<file path="src/rtl/cdi_bus_pkg.sv">
// Shared types and constants for the CD-i CPU-side bus fabric.
package cdi_bus_pkg;

  typedef enum logic [2:0] {
    IDLE   = 3'd0,
    ACTIVE = 3'd1,
    ACK    = 3'd2,
    ERR    = 3'd3,
    DONE   = 3'd4
  } bus_state_t;

  // Wait count that hands cycle termination to the slave's own acknowledge.
  localparam logic [3:0] WAIT_EXT    = 4'hF;
  localparam int         TIMEOUT_DEF = 255;

endpackage

</file>
<file path="src/rtl/cdi_bus_match.sv">
// Priority address decoder: lowest-index region whose masked address equals its base wins.
module cdi_bus_match #(
  parameter int NUM_SLAVES = 4,
  parameter int SW         = (NUM_SLAVES > 1) ? $clog2(NUM_SLAVES) : 1
) (
  input  logic [23:0]                 addr_byte,
  input  logic [NUM_SLAVES-1:0][23:0] base,
  input  logic [NUM_SLAVES-1:0][23:0] mask,
  output logic                        hit,
  output logic [SW-1:0]               sel
);

  // Scan from the top so the lowest matching index is the last one written.
  always_comb begin
    hit = 1'b0;
    sel = '0;
    for (int i = NUM_SLAVES - 1; i >= 0; i--) begin
      if ((addr_byte & mask[i]) == base[i]) begin
        hit = 1'b1;
        sel = SW'(i);
      end
    end
  end

endmodule

</file>
<file path="src/rtl/cdi_bus_fabric.sv">
// CPU-side bus fabric: region decode, wait states / external ack, read-data mux,
// bus error on unmapped access or timeout, and clean abort when the strobe drops.
module cdi_bus_fabric
  import cdi_bus_pkg::*;
#(
  parameter int                          NUM_SLAVES = 4,
  parameter logic [NUM_SLAVES-1:0][23:0] BASE       = '0,
  parameter logic [NUM_SLAVES-1:0][23:0] MASK       = '0,
  parameter logic [NUM_SLAVES-1:0][3:0]  WAITS      = '0,
  parameter int                          TIMEOUT    = TIMEOUT_DEF
) (
  input  logic                        clk,
  input  logic                        reset,
  input  logic [23:1]                 cpu_addr,
  input  logic                        cpu_as,
  input  logic                        cpu_uds,
  input  logic                        cpu_lds,
  input  logic                        cpu_write_strobe,
  output logic [15:0]                 cpu_din,
  output logic                        cpu_bus_ack,
  output logic                        cpu_bus_err,
  output logic [NUM_SLAVES-1:0]       slv_cs,
  input  logic [NUM_SLAVES-1:0]       slv_ack,
  input  logic [NUM_SLAVES-1:0][15:0] slv_dout,
  output logic [23:0]                 err_addr
);

  localparam int             SW      = (NUM_SLAVES > 1) ? $clog2(NUM_SLAVES) : 1;
  localparam int             CW      = $clog2(TIMEOUT + 1);
  localparam logic [CW-1:0]  TO_LAST = CW'(TIMEOUT - 1);

  bus_state_t    state, state_nx;
  logic [SW-1:0] sel, dec_sel;
  logic          dec_hit;
  logic [3:0]    wcnt;
  logic [CW-1:0] tcnt;
  logic [23:0]   addr_byte;
  logic          req, ext, acked, tmo;

  // Write direction is routed to slaves outside this block.
  logic unused_wr;
  assign unused_wr = cpu_write_strobe;

  assign addr_byte = {cpu_addr, 1'b0};
  assign req       = cpu_as && (cpu_uds || cpu_lds);

  cdi_bus_match #(
    .NUM_SLAVES (NUM_SLAVES),
    .SW         (SW)
  ) u_match (
    .addr_byte (addr_byte),
    .base      (BASE),
    .mask      (MASK),
    .hit       (dec_hit),
    .sel       (dec_sel)
  );

  always_comb begin
    state_nx = state;
    ext      = (WAITS[sel] == WAIT_EXT);
    acked    = ext ? slv_ack[sel] : (wcnt == 4'd0);
    tmo      = (tcnt == TO_LAST);
    case (state)
      IDLE:   if (req) state_nx = dec_hit ? ACTIVE : ERR;
      // Strobe loss beats everything; an ack beats a timeout in the same cycle.
      ACTIVE: begin
        if (!cpu_as)    state_nx = IDLE;
        else if (acked) state_nx = ACK;
        else if (tmo)   state_nx = ERR;
      end
      ACK:    state_nx = DONE;
      ERR:    state_nx = DONE;
      DONE:   if (!cpu_as) state_nx = IDLE;
      default: state_nx = IDLE;
    endcase
  end

  always_ff @(posedge clk or posedge reset) begin
    if (reset) begin
      state    <= IDLE;
      sel      <= '0;
      wcnt     <= '0;
      tcnt     <= '0;
      cpu_din  <= '0;
      err_addr <= '0;
    end else begin
      state <= state_nx;
      case (state)
        IDLE: begin
          if (req && dec_hit) begin
            sel  <= dec_sel;
            wcnt <= WAITS[dec_sel];
            tcnt <= '0;
          end else if (req) begin
            err_addr <= addr_byte;
          end
        end
        ACTIVE: begin
          if (cpu_as) begin
            tcnt <= tcnt + 1'b1;
            if (!ext && wcnt != 4'd0) wcnt <= wcnt - 4'd1;
            if (acked)    cpu_din  <= slv_dout[sel];
            else if (tmo) err_addr <= addr_byte;
          end
        end
        default: ;
      endcase
    end
  end

  // Responses and selects decode straight from flops, never from inputs.
  assign cpu_bus_ack = (state == ACK);
  assign cpu_bus_err = (state == ERR);

  always_comb begin
    slv_cs = '0;
    if (state == ACTIVE || state == ACK) slv_cs[sel] = 1'b1;
  end

endmodule

</file>
<file path="config.mk">
export PLATFORM = sky130hd
export DESIGN_NAME = cdi_bus_fabric
export DESIGN_NICKNAME = d
export VERILOG_FILES = /design/src/rtl/cdi_bus_pkg.sv /design/src/rtl/cdi_bus_match.sv /design/src/rtl/cdi_bus_fabric.sv
export SDC_FILE = /design/constraint.sdc
export NUM_CORES = 1
export LEC_CHECK = 0
export BUFFER_PORTS_ARGS = -buffer_cell sky130_fd_sc_hd__clkbuf_2
export CAP_MARGIN = 20
export CORE_MARGIN = 3
export CORE_UTILIZATION = 39
export CTS_CLUSTER_SIZE = 25
export DETAILED_ROUTE_END_ITERATION = 10
export MAX_ROUTING_LAYER = met4
export PLACE_DENSITY_LB_ADDON = 0.25
export SYNTH_ARGS = -nofsm -noshare
export SYNTH_HDL_FRONTEND = slang
export SYNTH_SLANG_ARGS = --single-unit
</file>
<file path="constraint.sdc">
create_clock -name clk -period 1.7 [get_ports clk]
set_input_delay 0.255 -clock clk [delete_from_list [all_inputs] [get_ports clk]]
set_output_delay 0.255 -clock clk [all_outputs]
set_load 0.05 [all_outputs]
</file>
==> implementation parameters, run 1 <==
Parameter                              Value

Status
  Result of the run ... finished, violations left
  Violated checks ... setup timing

Drt
  Drt initial violations ... 33
  Post-detailed-routing wire length ... 5.217 mm
  Via count ... around 1800
  Number of routed nets with antenna violations ... 0
  Total DRC errors in the routed layout ... 0
  Wirelength per Cell ... about 14 microns
  Via count normalized by instance count ... 4.840
  Count of TritonRoute iterations in the first routing pass ... 4

Worst setup path
  Critical Path AT ... between 1.5 and 2 ns
  Number of cells on the worst reg-to-reg path ... 7
  Kind of start point of the critical path ... flip-flop
  Launch point of the critical path ... tcnt[0]
  Reg-to-reg setup timing slack ... -0.01 ns
  Startpoint of the lowest-slack register-to-register path ... tcnt[0]
  End of the worst register-to-register path ... err_addr[16]
  Maximum fanout count along the critical path ... 5
  Capturing element type of the critical path ... flip-flop
  Startpoint-to-endpoint class of the critical path ... reg -> reg
  Required time of the worst setup path ... 1.90 ns

Power
  Share of total power consumed by net switching ... about two fifths
  Maximum ir drop on the vdd rail ... between 0.001 and 0.0015 V
  Power Density ... between 1000 and 1500 nW/um^2
  Leakage power figure ... between 1.5 and 2 nW
  Power Total ... 4.967 mW
  Power spent charging and discharging nets ... approximately 2 mW
  Internal portion of total power ... ~2.9 mW
  Comb pwr share ... around half
  Clock network power share ... between 10% and 20%
  Sequential share of power ... about a third

Clocking
  Clock tree root driver cell ... sky130_fd_sc_hd__clkbuf_8
  Skew-Pair Late Insertion Delay ... 0.31 ns
  Post-CTS clock slew at the launch and capture registers of the worst setup and hold paths ... approximately 0.1 ns
  Number of sinks handled by clock tree synthesis ... 54
  H-tree depth ... 2
  Number of clock buffers inserted by TritonCTS ... 5
  Number of buffers on the longest clock path ... 2
  CTS tree ... yes

Yosys
  Compound-cell area share of the yosys netlist ... ~6.2%
  Post-synthesis adder-cell area fraction ... roughly 1.6%
  Share of synthesized flip-flops with an asynchronous set or reset ... 100.0%
  Combinational family with the most area after synthesis ... multiplexers
  Top-count cell post-synth ... sky130_fd_sc_hd__dfrtp_1
  Number of enable flip-flop cells after synthesis ... 0
  Synthesized area per cell ... ~13 sq um
  Post-synthesis share of cell area spent on xor and xnor gates ... 0%
  Fraction of the mapped netlist area in simple logic gates ... a little under a tenth
  Synth top area cells ... sky130_fd_sc_hd__dfrtp_1 58%, sky130_fd_sc_hd__mux2_2 17%, sky130_fd_sc_hd__mux2_1 2.9%
  Netlist Area Pre-Place ... roughly 2300 sq um
  Post-synthesis register bit count ... between 50 and 60
  Sequential area share after synthesis ... between 50% and 60%
  Dominant synthesized flop cell ... sky130_fd_sc_hd__dfrtp_1
  Post-synth top area share ... between 50% and 60%
  Total number of yosys warnings ... 0
  Gate count of the mapped netlist ... ~180
  Cell taking the most area after synthesis ... sky130_fd_sc_hd__dfrtp_1
  Distinct cell type count of the synthesized netlist ... 36
  Proportion of synthesized area in mux cells ... slightly above 20%
  Commonest cells in the synthesized netlist ... 54 x sky130_fd_sc_hd__dfrtp_1, 35 x sky130_fd_sc_hd__mux2_2, 10 x sky130_fd_sc_hd__inv_1, 8 x sky130_fd_sc_hd__o21ai_0, 7 x sky130_fd_sc_hd__nand2_1

Floorplan
  Area of the core ... 5675 sq um
  Initial core utilization ... 41.31%
  Horiz. Die Dim ... 83.54 microns
  Std-Cell Rows ... 27
  Count of boundary I/O pins ... ~140
  Die Area ... between 6000 and 7000 sq um
  Die extent in y ... roughly 84 microns

Place
  Number of port buffers ... 85
  GPL Wtd Cong ... 0.7391
  Standard cell area after detailed placement ... between 2000 and 3000 sq um
  HPWL reported at the end of detailed placement ... between 3 and 4 mm

Hold path
  Worst Hold Class ... in -> reg
  Worst Hold Path EP ... err_addr[17]
  Worst min-delay path startpoint ... cpu_addr[17]
  Instance count along the most critical hold path ... 2

GRT
  Via count of the first global-routing pass ... 1741
  Global-route wire length before repair ... approximately 8.2 mm
  Largest net degree at the start of global routing ... 34
  Combined global-route utilization of all metal layers ... 14.82%
  Aggregate global routing overflow ... 0
  Number of antenna violations at the first check in global routing ... 0

Timing
  Setup repair after global routing missed its margin ... yes
  Minimum period implied by the final worst setup slack ... 1.714 ns
  Endpoints failing setup ... 13
  Final Slew Violations ... 0
  Final worst setup slack ... -0.01401 ns
  Total count of hold-check failures in the final report ... 0
  Setup TNS ... -0.04567 ns
  Maximum operating frequency ... approximately 600 MHz
  Final Cycle Share ... 100.8%
  Fin Clk Skew ... about 0.0077 ns
  Worst hold slack across all endpoints ... between 0.15 and 0.2 ns

Job
  Max-Cap Viols ... 0

Layout
  Cell area after layout ... roughly 3300 sq um
  Antenna Diode Count ... 0
  Relative area change from synthesis to final layout ... 41.57%
  Ratio of cells with drive above 1 in the final layout ... 59.66%
  Total Nets Final ... ~390
==> worst max-delay path, stage by stage (launching register included) <==
cell	delay (ns)
sky130_fd_sc_hd__dfrtp_1	0.40
sky130_fd_sc_hd__inv_2	0.08
sky130_fd_sc_hd__ha_4	0.14
sky130_fd_sc_hd__nand3_4	0.08
sky130_fd_sc_hd__nor4b_4	0.27
sky130_fd_sc_hd__buf_6	0.18
sky130_fd_sc_hd__buf_6	0.14
sky130_fd_sc_hd__mux2_2	0.33
==> state kept, by name (all words and copies together), names as in the netlist <==
signal	cells
err_addr	23
tcnt	8
cpu_din	16
state	3
wcnt	4
==> placed cells by master, fill, tap and decap left out, drive strengths merged, types with 2 or more instances in the layout <==
master / Yosys / routed
a211oi: 4 / 4
a31oi: 5 / 5
a41oi: 2 / 2
and3: 2 / 2
buf: 9 / 27
clkbuf: 1 / 91
conb: 1 / 4
dfrtp: 54 / 54
ha: 3 / 3
inv: 10 / 10
mux2: 41 / 41
nand2: 7 / 7
nand3: 5 / 5
nand4: 2 / 2
nor3b: 4 / 4
o21ai: 8 / 8
o22ai: 2 / 2
or3b: 2 / 2
==> layer usage <==
layer  part of all wire [%]  vias up  track usage (%)
met1                     47      837            18.47
met4                   0.88        0            6.140
met5                      0        -                -
li1                       -      847                -
met3                    6.5        5            2.962
met2                     46       63            23.69
==> logic make-up after synthesis <==
family / Yosys count
compound gates: 23
fa+ha+maj: 3
buf+inv: 20
flops: 54
mux: 42
other cells: 1
simple gates: 33
==> how the worst max path moves through the flow <==
stage	end	slack, ns	cells past startpoint
floorplan	err_addr[10]	-0.06	5
global placement	err_addr[13]	-0.01	6
detailed placement	err_addr[15]	-0.05	6
CTS	err_addr[3]	-0.04	6
global route	err_addr[16]	-0.07	5
finish	err_addr[16]	-0.01	7
==> stage by stage <==
step	instances	worst slack, ns	utilization, %
floorplan	179	-0.06089	-
global placement	346	-0.01208	52.82
detailed placement	346	-0.04697	52.82
CTS	355	-0.04484	55.27
global route	362	-0.07320	58.49
finish	362	-0.01401	58.49
==> power by group through the flow <==
| stage | Sequential (mW) | Combinational [mW] | Clock [mW] |
|---|---|---|---|
| 2_1_floorplan | 2.45 | 0.904 | 0 |
| 3_3_place_gp | 1.72 | 2.22 | 0 |
| 3_5_place_dp | 1.73 | 2.25 | 0 |
| 4_1_cts | 1.71 | 2.31 | 0.883 |
| 5_1_grt | 1.77 | 2.57 | 0.929 |
| 6_report | 1.72 | 2.40 | 0.851 |
==> area by class of cell <==
class / count / area [sq um]
fillers: 471 / 2356
flip-flops and latches: 54 / 1351
multi-input cells: 105 / 1011
repair buffers: 113 / 719.4
well taps: 72 / 90.09
clock buffers: 6 / 72.57
clock inverters: 2 / 37.54
inverters: 10 / 37.54
==> repair_timing <==
item / in CTS / in global routing
resized for setup: 5 / 24
hold endpoints to repair: 21 / 0
hold buffers: 1 / 0
pin swaps: 0 / 2
gates cloned: 0 / 3
buffers inserted: 0 / 4
setup endpoints to repair: 24 / 40
(Power assumes the default switching activity.)
==> inputs of run 2 (changes only) <==
--- a/config.mk
+++ b/config.mk
@@ -7,8 +7,10 @@
 export LEC_CHECK = 0
 export BUFFER_PORTS_ARGS = -buffer_cell sky130_fd_sc_hd__clkbuf_2
 export CAP_MARGIN = 20
+export CELL_PAD_IN_SITES_DETAIL_PLACEMENT = 0
+export CELL_PAD_IN_SITES_GLOBAL_PLACEMENT = 2
 export CORE_MARGIN = 3
-export CORE_UTILIZATION = 39
+export CORE_UTILIZATION = 23
 export CTS_CLUSTER_SIZE = 25
 export DETAILED_ROUTE_END_ITERATION = 10
 export MAX_ROUTING_LAYER = met4
==> implementation parameters, run 2 (synthesis results as in run 1) <==
Parameter                              Value

Floorplan
  Initial core utilization ... 23.77% (-18 points)
  Area of the core ... 9864 sq um (+74%)
  Count of boundary I/O pins ... 143 (unchanged)
  Die Area ... 11440 sq um (+64%)
  Die extent in y ... 107.0 microns (+28%)
  Horiz. Die Dim ... 107.0 microns (+28%)
  Std-Cell Rows ... 36 (+33%)

Clocking
  Skew-Pair Late Insertion Delay ... 0.30 ns (about the same)
  Number of buffers on the longest clock path ... 2 (unchanged)
  CTS tree ... yes
  Number of clock buffers inserted by TritonCTS ... 5 (unchanged)
  H-tree depth ... 2 (unchanged)
  Number of sinks handled by clock tree synthesis ... 54 (unchanged)
  Post-CTS clock slew at the launch and capture registers of the worst setup and hold paths ... 0.10 ns (about the same)
  Clock tree root driver cell ... sky130_fd_sc_hd__clkbuf_8

Timing
  Total count of hold-check failures in the final report ... 0 (unchanged)
  Setup TNS ... -0.1090 ns (-0.06329 ns)
  Maximum operating frequency ... 582.5 MHz (-0.16%)
  Fin Clk Skew ... 0.009809 ns (+0.002080 ns)
  Setup repair after global routing missed its margin ... yes
  Final Slew Violations ... 0 (unchanged)
  Minimum period implied by the final worst setup slack ... 1.717 ns (+0.002818 ns)
  Final Cycle Share ... 101.0% (+0.17 points)
  Final worst setup slack ... -0.01683 ns (-0.002818 ns)
  Endpoints failing setup ... 14 (+1)

Worst setup path
  Startpoint of the lowest-slack register-to-register path ... wcnt[1]
  Max incr delay on CP ... 0.38 ns (-0.02 ns)
  Slowest CP cell ... sky130_fd_sc_hd__dfrtp_1
  Most used cell along the critical path ... sky130_fd_sc_hd__buf_6
  Worst-path cell chain ... inv_2 > ha_4 > nor3b_4 > nor4b_4 > buf_6 > buf_6 > mux2_1
  Critical Path AT ... 1.90 ns (about the same)
  Number of cells on the worst reg-to-reg path ... 7 (unchanged)
  Required time of the worst setup path ... 1.88 ns (-0.02 ns)
  End of the worst register-to-register path ... err_addr[17]
  Startpoint-to-endpoint class of the critical path ... reg -> reg
  Capturing element type of the critical path ... flip-flop
  Maximum fanout count along the critical path ... 5 (unchanged)
  Reg-to-reg setup timing slack ... -0.02 ns (about the same)
  Kind of start point of the critical path ... flip-flop

Hold path
  Worst min-delay path startpoint ... cpu_addr[19]
  Worst Hold Path EP ... err_addr[19]
  Instance count along the most critical hold path ... 2 (unchanged)
  Worst Hold Class ... in -> reg

Drt
  Count of TritonRoute iterations in the first routing pass ... 4 (unchanged)
  Wirelength per Cell ... 13.14 microns (-8.8%)
  Via count ... 1776 (+1.4%)
  Post-detailed-routing wire length ... 5.585 mm (+7.1%)
  Total DRC errors in the routed layout ... 0 (unchanged)
  Via count normalized by instance count ... 4.179 (-14%)
  Drt initial violations ... 57 (+73%)
  Number of routed nets with antenna violations ... 0 (unchanged)

GRT
  Combined global-route utilization of all metal layers ... 9.077% (-5.7 points)
  Largest net degree at the start of global routing ... 55 (+62%)
  Via count of the first global-routing pass ... 1678 (-3.6%)
  Number of antenna violations at the first check in global routing ... 0 (unchanged)
  Global-route wire length before repair ... 8.128 mm (-0.93%)
  Aggregate global routing overflow ... 0 (unchanged)

Layout
  Reg with most FFs ... err_addr
  Most common cell after layout, fill and taps aside ... sky130_fd_sc_hd__clkbuf_2
  Relative area change from synthesis to final layout ... 46.37%
  Ratio of cells with drive above 1 in the final layout ... 59.93% (+0.28 points)
  Total Nets Final ... 392 (+0.77%)
  Commonest non-fill, non-tap cells in the layout ... 83 x sky130_fd_sc_hd__clkbuf_2, 54 x sky130_fd_sc_hd__dfrtp_1, 21 x sky130_fd_sc_hd__buf_4
  Largest registers ... err_addr (23), cpu_din (16), tcnt (8)
  Largest register FFs ... 23 (unchanged)
  Antenna Diode Count ... 0 (unchanged)
  Count of placed standard cells in the final layout, fillers left out ... 425 (+17%)

Power
  Leakage power figure ... 1.730 nW (+0.68%)
  Maximum ir drop on the vdd rail ... 0.0006425 V (-55%)
  Power Density ... 1414 nW/um^2 (-5.5%)
  Power Total ... 4.854 mW (-2.3%)

Status
  Result of the run ... finished, violations left
  Violated checks ... setup timing

Job
  Max-Cap Viols ... 0 (unchanged)

Place
  Dpl cells ... 409 (+18%)
  HPWL reported at the end of detailed placement ... 3.725 mm (+2.5%)
  GPL Wtd Cong ... 0.7284 (-1.4%)
  Number of port buffers ... 85 (unchanged)
==> run 2: cell types whose count changed in the layout (fill, tap and decap cells not counted) <==
cell                        change
sky130_fd_sc_hd__mux2_2         -6
sky130_fd_sc_hd__mux2_4         +6
sky130_fd_sc_hd__buf_12         +1
sky130_fd_sc_hd__buf_2          -1
sky130_fd_sc_hd__buf_4          +1
sky130_fd_sc_hd__buf_6          +1
sky130_fd_sc_hd__bufinv_16      -1
sky130_fd_sc_hd__clkbuf_4       +1
sky130_fd_sc_hd__or3b_2         -1
sky130_fd_sc_hd__or3b_4         +1
==> run 2: per-layer routing <==
layer	GRT usage [%]	vias up	routed length (microns)
met3	1.927	4	288
met1	10.70	866	2521
met4	3.014	0	61
li1	-	853	-
met2	15.47	53	2713
met5	-	-	0
==> run 2: how the worst max path moves through the flow <==
stage / depth (start not counted) / startpoint / to / slack, ns
finish: 7 / wcnt[1] / err_addr[17] / -0.02
global route: 7 / wcnt[1] / err_addr[5] / -0.1
CTS: 6 / tcnt[0] / err_addr[13] / -0.07
detailed placement: 6 / tcnt[0] / err_addr[13] / -0.06
global placement: 6 / tcnt[0] / err_addr[14] / -0.06
floorplan: 5 / state[2] / err_addr[10] / -0.06
==> run 2: stage by stage <==
stage / hold WS, ns / area [sq um] / setup WS (ns) / util, %
global placement: 0.3294 / 3102 / -0.06478 / 31.44
finish: 0.1694 / 3432 / -0.01683 / 34.79
detailed placement: 0.3239 / 3102 / -0.05626 / 31.44
global route: 0.1539 / 3432 / -0.09749 / 34.79
floorplan: 0.3897 / 2381 / -0.06089 / -
CTS: 0.1510 / 3201 / -0.06513 / 32.45
==> run 2: cell type report <==
type                       instances  area [sq um]
timing repair buffer             116         760.7
fill                             982          6432
multi-input combinational        105          1036
tap                              133         166.4
sequential                        54          1351
clock buffer                       6         72.57
clock inverter                     1         7.507
inverter                          10         37.54
==> run 2: where the power goes <==
part           switching [mW]  internal [mW]  leakage (nW)
registers               0.156           1.56         0.717
clock network           0.407          0.284        0.0373
logic                    1.49          0.957         0.975
total                    2.05           2.80          1.73
==> run 2: repair_timing <==
item,CTS,global route
resized for setup,2,36
setup buffers,0,5
pin swaps,0,3
gates cloned,0,3
setup endpoints to repair,24,42
hold endpoints to repair,54,0
hold buffers,1,0
==> run 2: critical path: cells and delay by family (launching register included) <==
| kind | cells | cell delay (ns) |
|---|---|---|
| adders and majority gates | 1 | 0.15 |
| DFF | 1 | 0.38 |
| buffers and inverters | 3 | 0.37 |
| muxes | 1 | 0.32 |
| and+or+nand+nor | 2 | 0.38 |
